<file path="config.mk">
export PLATFORM = sky130hd
export DESIGN_NAME = clk_div_sched
export DESIGN_NICKNAME = d
export VERILOG_FILES = /design/src/rtl/clk_div_sched.sv
export SDC_FILE = /design/constraint.sdc
export NUM_CORES = 1
export LEC_CHECK = 0
export ABC_AREA = 1
export CORE_ASPECT_RATIO = 0.9
export CORE_MARGIN = 1.5
export CORE_UTILIZATION = 55
export CTS_BUF_LIST = sky130_fd_sc_hd__clkbuf_8
export DETAILED_ROUTE_END_ITERATION = 7
export PLACE_DENSITY = 0.78
export SLEW_MARGIN = 25
export SYNTH_ARGS = -nofsm -noshare
export SYNTH_HDL_FRONTEND = slang
export SYNTH_SLANG_ARGS = --single-unit
</file>
<file path="constraint.sdc">
create_clock -name CLK -period 7.5 [get_ports CLK]
set_clock_uncertainty 0.1 [all_clocks]
set_input_delay 0.75 -clock CLK [delete_from_list [all_inputs] [get_ports CLK]]
set_output_delay 0.75 -clock CLK [all_outputs]
set_load 0.01 [all_outputs]
</file>
<file path="src/rtl/clk_div_sched.sv">
// clk_div_sched: runtime-programmable integer clock divider, 50% duty for odd and even ratios,
// runt-free start/stop and period-aligned ratio updates. Optional macro CLK_DIV_SCHED_STAT_EN adds PERIOD_CNT.
module clk_div_sched #(
    parameter int unsigned DIV_W   = 16,
    parameter int unsigned DEF_DIV = 3
) (
    input  logic             CLK,
    input  logic             RST,
    input  logic             EN,
    input  logic             CFG_VALID,
    input  logic [DIV_W-1:0] CFG_DIV,
    output logic             CFG_READY,
    output logic             CFG_ERR,
    output logic             CLK_OUT,
    output logic             TICK,
    output logic             BUSY,
    output logic [DIV_W-1:0] ACTIVE_DIV
`ifdef CLK_DIV_SCHED_STAT_EN
    ,
    output logic [31:0]      PERIOD_CNT
`endif
);
    localparam int unsigned XW = DIV_W + 1;

    typedef enum logic [1:0] {STOP = 2'd0, RUN = 2'd1, DRAIN = 2'd2} state_t;

    state_t           state_q, state_n;
    logic [DIV_W-1:0] cnt_q, cnt_n;
    logic [DIV_W-1:0] div_n;
    logic [DIV_W-1:0] pdiv_q, pdiv_n;
    logic             pend_q, pend_n;
    logic             clk_a_q, clk_a_n;
    logic             odd_q;
    logic             clk_b_q;
    logic             tick_n, busy_n, err_n;
    logic             running, wrap, xfer, legal;
    logic [XW-1:0]    cnt_x, div_x, half_x;

    // Period decode in DIV_W+1 bits so the maximum ratio cannot overflow.
    always_comb begin
        running = (state_q != STOP);
        cnt_x   = {1'b0, cnt_q};
        div_x   = {1'b0, ACTIVE_DIV};
        half_x  = (div_x + XW'(1)) >> 1;
        wrap    = running && ((cnt_x + XW'(1)) == div_x);
        xfer    = CFG_VALID && CFG_READY;
        legal   = (CFG_DIV >= DIV_W'(2));
    end

    always_comb begin
        state_n = state_q;
        cnt_n   = cnt_q;
        div_n   = ACTIVE_DIV;
        pdiv_n  = pdiv_q;
        pend_n  = pend_q;
        err_n   = xfer && !legal;
        clk_a_n = running && (cnt_x < half_x);

        case (state_q)
            STOP: begin
                cnt_n = '0;
                if (EN) state_n = RUN;
            end
            RUN: begin
                cnt_n = wrap ? '0 : cnt_q + DIV_W'(1);
                if (!EN) state_n = DRAIN;
            end
            DRAIN: begin
                cnt_n = wrap ? '0 : cnt_q + DIV_W'(1);
                if (EN)        state_n = RUN;
                else if (wrap) state_n = STOP;
            end
            default: state_n = STOP;
        endcase

        // Idle: ratio lands immediately; running: staged until the next wrap.
        if (!running) begin
            if (pend_q) begin
                div_n  = pdiv_q;
                pend_n = 1'b0;
            end else if (xfer && legal) begin
                div_n = CFG_DIV;
            end
        end else begin
            if (wrap && pend_q) begin
                div_n  = pdiv_q;
                pend_n = 1'b0;
            end
            if (xfer && legal) begin
                pdiv_n = CFG_DIV;
                pend_n = 1'b1;
            end
        end

        tick_n = (state_n != STOP) && (cnt_n == '0);
        busy_n = (state_n != STOP);
    end

    always_ff @(posedge CLK or posedge RST) begin
        if (RST) begin
            state_q    <= STOP;
            cnt_q      <= '0;
            ACTIVE_DIV <= DIV_W'(DEF_DIV);
            pdiv_q     <= '0;
            pend_q     <= 1'b0;
            clk_a_q    <= 1'b0;
            odd_q      <= 1'b0;
            TICK       <= 1'b0;
            BUSY       <= 1'b0;
            CFG_READY  <= 1'b1;
            CFG_ERR    <= 1'b0;
        end else begin
            state_q    <= state_n;
            cnt_q      <= cnt_n;
            ACTIVE_DIV <= div_n;
            pdiv_q     <= pdiv_n;
            pend_q     <= pend_n;
            clk_a_q    <= clk_a_n;
            odd_q      <= ACTIVE_DIV[0];
            TICK       <= tick_n;
            BUSY       <= busy_n;
            CFG_READY  <= !pend_n;
            CFG_ERR    <= err_n;
        end
    end

    // Half-cycle delayed copy trims the high phase by half a CLK for odd ratios.
    always_ff @(negedge CLK or posedge RST) begin
        if (RST) clk_b_q <= 1'b0;
        else     clk_b_q <= clk_a_q;
    end

    assign CLK_OUT = clk_a_q & (clk_b_q | ~odd_q);

`ifdef CLK_DIV_SCHED_STAT_EN
    always_ff @(posedge CLK or posedge RST) begin
        if (RST)       PERIOD_CNT <= '0;
        else if (wrap) PERIOD_CNT <= PERIOD_CNT + 32'd1;
    end
`endif

endmodule

</file>
==> results of run 1 <==
## metrics by stage
step	cells	utilization (%)	setup WS, ns
floorplan	546	-	1.58
global placement	663	64.8	1.82
detailed placement	663	64.8	1.81
CTS	679	67.5	1.44
global route	679	67.7	1.40
finish	679	67.7	1.46
## metal layers
metal,share of wire [%],wire [um],GRT usage (%)
met1,48,4690,37.7
met4,2.3,226,9.22
met3,4.8,464,6.04
met5,0,0,0
met2,45,4390,45.8
## state kept, by name (all words and copies together) (netlist names)
| register | flops |
|---|---|
| ACTIVE_DIV | 16 |
| BUSY | 1 |
| CFG_ERR | 1 |
| CFG_READY | 1 |
| TICK | 1 |
| clk_a_q | 1 |
| clk_b_q | 1 |
| cnt_q | 16 |
| odd_q | 1 |
| pdiv_q | 16 |
| pend_q | 1 |
| state_q | 2 |
## power by group
| group | total [mW] | switching (mW) | internal, mW |
|---|---|---|---|
| registers | 0.530 | 0.0989 | 0.431 |
| clock network | 0.269 | 0.147 | 0.122 |
| logic | 0.722 | 0.433 | 0.289 |
## final timing paths
| check | startpoint | end | slack, ns | cells after the start |
|---|---|---|---|---|
| max | clk_b_q$_DFF_NP0_ | CLK_OUT | 1.46 | 3 |
| min | ACTIVE_DIV[0]$_DFFE_PP1P_ | odd_q$_DFF_PP0_ | 0.33 | 0 |
| max reg2reg | clk_a_q$_DFF_PP0_ | clk_b_q$_DFF_NP0_ | 3.08 | 0 |
| min reg2reg | ACTIVE_DIV[0]$_DFFE_PP1P_ | odd_q$_DFF_PP0_ | 0.33 | 0 |
| max in group asynchronous | RST | clk_b_q$_DFF_NP0_ | 3.05 | 2 |
| min in group asynchronous | RST | pdiv_q[3]$_DFFE_PP0P_ | 0.86 | 3 |
## synth_stat cells, drive strengths merged
master  number
nor4         3
inv         66
a31oi        1
nand3b       2
a21boi       2
buf          3
xnor3        2
o21ai       48
a21oi       13
and2         1
dfrtn        1
nand4        7
o211ai      11
dfstp        3
or2          1
a211o        1
dfrtp       54
nand3       35
o21bai       1
nand2      177
nor2        58
xor2        14
clkbuf      11
ha          21
xnor2        1
o2111a       1
nor3         8
## cells by family (layout without fill, tap and decap cells)
logic type | Yosys count | in the layout | share of synthesized area (%)
AND/OR/NAND/NOR | 292 | 292 | 31.9
buffers and inverters | 80 | 123 | 8.00
AO/OA/AOI/OAI | 78 | 78 | 11.3
flip-flops | 58 | 58 | 37.5
adder cells (fa/ha/maj) | 21 | 21 | 6.78
XOR/XNOR | 17 | 17 | 4.55
## final cells by class
class	count	area [sq um]	area share [%]
clock buffer	9	124	2.74
clock inverter	7	55.1	1.22
inverter	66	248	5.47
multi-input combinational	408	2120	46.9
sequential	58	1460	32.1
tap	90	113	2.49
timing repair buffer	41	408	9.01
## critical path: cells and delay by family, from the launching register on
family	cells	cell delay, ns
buffers and inverters	2	0.58
AOI/OAI and AO/OA	1	0.14
DFF	1	0.38
==> results.toml, run 1 <==
[hold_path]
hp-class = "register to register"

[global_route]
grt-ovfl-total = 0
grt_pass1_wl_mm = 16.3
first_global_vias = 3446
track_usage_pct = 28.2
antenna_found_initial = 0
grt_max_degree = 58

[synth]
synth.cell_area_sq_um = 3880
synth_top_cell_by_area = "dfrtp_1"
synth_cell_types = 35
synth_cells = 546
synth_top_area_share_pct = 34.9
yosys_warnings = 0
ys_ff_latch = 58
syn-num-nets = 587
yosysSeqAreaShare_pct = 37.5
synthTopCellsByArea = "dfrtp_1, nand2_1, ha_1"
syn_avg_cell_area_sq_um = 7.10

[finish]
fin_area_sq_um = 4530
fin_nets = 625
layout-drive-gt1-share_pct = 5.94
syn2layout_area_growth_pct = 16.8
final_common_cell = "nand2_1"
antennaDiodeCount = 0
layout_common_cells = "nand2_1, inv_1, dfrtp_1"
fillers = 618

[placement]
dp_hpwl_mm = 7.39
routabilityCongestion = 0.912
portBuffers = 40
place_area_sq_um = 4340

[floorplanning]
core-area_sq_um = 6690
start_util_pct = 57.9
die_w_um = 91.5
die_y_um = 82.6
die_area_sq_um = 7560
placementRows = 28
ios = 41

[drt]
drt_iter0_markers = 231
dr_total_vias = 3686
wl_mm = 9.76
dr.pass1.iters = 5
ant_nets = 0
drc = 0
wire_per_inst_um = 14.4
viasPerCell = 5.43

[power]
peakVddDrop_uv = 199
p_per_area_nw_per_um2 = 336
leakage_nw = 2.18
power_mw = 1.52

[setup_path]
slowest_delay_ns = 0.55
cpMaxStageDelayCell = "clkdlybuf4s50_1"
crit_chain = "inv_1, a21boi_0, clkdlybuf4s50_1"
critPathRequiredTime_ns = 6.65
end_kind = "output port"
path_max_fanout = 1
critical_path_class = "register to output port"
cp-start-kind = "register"
cp.arrival_ns = 5.19

[cts]
cts.repair.resized = 0
cts_buffers = 9
cts_setup_buffers = 0
h-tree-depth = 3
cts.clk_slew.worst_paths_ns = 0.07
clockRootBuffer = "clkbuf_8"
tritoncts = "built"
clk_latency_ns = 0.35
clock_sinks = 58
holdBufCountCts = 0
cts_buffer_depth = 2

[timing]
setup_viol = 0
tightest_slew_ns = 0.738
rsz0062_at_grt = "no"
hold_viol_final = 0
setup_tns_ns = 0
drv_slew = 0
hold_slack_ns = 0.329
slew_headroom_pct = 50.8

[run_status]
status = "finished clean"

[flow_run]
maxCapViolations = 0
No activity file was read; power rests on OpenSTA's default activity.
==> run 2, diff against run 1 <==
CORE_UTILIZATION = 53   (was 55)
clock period = 5 ns   (was 7.5 ns; I/O delays follow)
==> results.toml, run 2 (synthesis results as in run 1) <==
[drt]
dr.pass1.iters = 5
ant_nets = 0
drt_iter0_markers = 279
wl_mm = 9.38
viasPerCell = 5.24
wire_per_inst_um = 13.7
dr_total_vias = 3581
drc = 0

[setup_path]
crit_chain = "inv_1, a21boi_0, clkdlybuf4s50_1"
cpMaxStageDelayCell = "clkdlybuf4s50_1"
crit_path_end = "CLK_OUT"
path_max_fanout = 1
ff2ff_setup_slack_ns = 1.67
ff2ff_path_depth = 13
reg2reg_to = "clk_a_q$_DFF_PP0_"
cp-start-kind = "register"
r2r_start = "ACTIVE_DIV[0]$_DFFE_PP1P_"
critical_path_class = "register to output port"
critPathRequiredTime_ns = 4.40
end_kind = "output port"
cp.arrival_ns = 3.95
slowest_delay_ns = 0.55
cp-startpoint = "clk_b_q$_DFF_NP0_"

[cts]
holdBufCountCts = 0
cts.repair.resized = 0
cts_buffer_depth = 2
cts_buffers = 9
h-tree-depth = 3
clockRootBuffer = "clkbuf_8"
tritoncts = "built"
clock_sinks = 58
cts.clk_slew.worst_paths_ns = 0.07
clk_latency_ns = 0.35
cts_setup_buffers = 0

[floorplanning]
start_util_pct = 54.8
die_y_um = 84.1
ios = 41
die_area_sq_um = 7840
core-area_sq_um = 7080
die_w_um = 93.1
placementRows = 29

[placement]
dp_hpwl_mm = 7.28
portBuffers = 40
dpl_worst_slack_ns = 0.790
routabilityCongestion = 0.850

[global_route]
grt-ovfl-total = 0
antenna_found_initial = 0
grt_pass1_wl_mm = 15.9
track_usage_pct = 26.1
first_global_vias = 3437
grt_max_degree = 58

[timing]
drv_slew = 0
setup_tns_ns = 0
tightest_slew_ns = 0.820
setup_viol = 0
hold_viol_final = 0
rsz0062_at_grt = "no"
slew_headroom_pct = 45.0
setup_slack_ns = 0.455

[hold_path]
hp-class = "register to register"
holdCritStartpoint = "ACTIVE_DIV[0]$_DFFE_PP1P_"

[finish]
final_common_cell = "nand2_1"
layout-drive-gt1-share_pct = 5.76
layout_common_cells = "nand2_1, inv_1, dfrtp_1"
syn2layout_area_growth_pct = 16.6
utilization_pct = 63.9
fin_nets = 626
top_regs = "ACTIVE_DIV: 16 flops, cnt_q: 16 flops, pdiv_q: 16 flops"
antennaDiodeCount = 0

[run_status]
status = "finished clean"

[power]
peakVddDrop_uv = 367
p_per_area_nw_per_um2 = 497
leakage_nw = 2.18

[flow_run]
maxCapViolations = 0
run 2: cell count changes in the layout (fill, tap and decap cells not counted), sizes merged:
cell    change
buf         +1
clkbuf      +1
clkinv      -1
run 2: critical path, delay by kind of cell (launching register included):
kind	cells	cell delay, ns
buffers and inverters	2	0.59
AOI/OAI and AO/OA	1	0.13
DFF	1	0.39
run 2: routing by layer:
metal	part of all wire, %	GRT usage, %	up-vias
li1	-	-	1836
met1	48	35.5	1642
met2	46	42.1	92
met3	4.3	4.71	11
met4	1.7	8.95	0
met5	0	0	-
run 2: how the worst min path moves through the flow:
stage | endpoint | depth (start not counted)
3_5_place_dp | odd_q$_DFF_PP0_ | 0
3_3_place_gp | odd_q$_DFF_PP0_ | 0
6_report | odd_q$_DFF_PP0_ | 0
4_1_cts | odd_q$_DFF_PP0_ | 0
2_1_floorplan | odd_q$_DFF_PP0_ | 0
5_1_grt | odd_q$_DFF_PP0_ | 0
run 2: final cells by class:
class	instances	area, sq um
Fill cell	645	2560
Tap cell	93	116
Clock inverter	6	33.8
Sequential cell	58	1460
Timing Repair Buffer	42	415
Inverter	66	248
Multi-Input combinational cell	408	2110
Clock buffer	10	138
run 2: power breakdown:
part | switching [mW] | leakage [nW] | internal (mW)
Sequential | 0.143 | 0.737 | 0.646
Clock | 0.190 | 0.0892 | 0.188
Combinational | 0.640 | 1.36 | 0.437
Total | 0.973 | 2.18 | 1.27
run 2: per-stage QoR:
stage          total power, mW  hold slack [ns]  cell area, sq um  cells
6_report                  2.24            0.330              4520    683
2_1_floorplan             1.49            0.333              3880    546
4_1_cts                   2.25            0.334              4520    683
3_3_place_gp              1.83            0.320              4350    667
3_5_place_dp              1.87            0.326              4350    667
5_1_grt                   2.43            0.339              4520    683
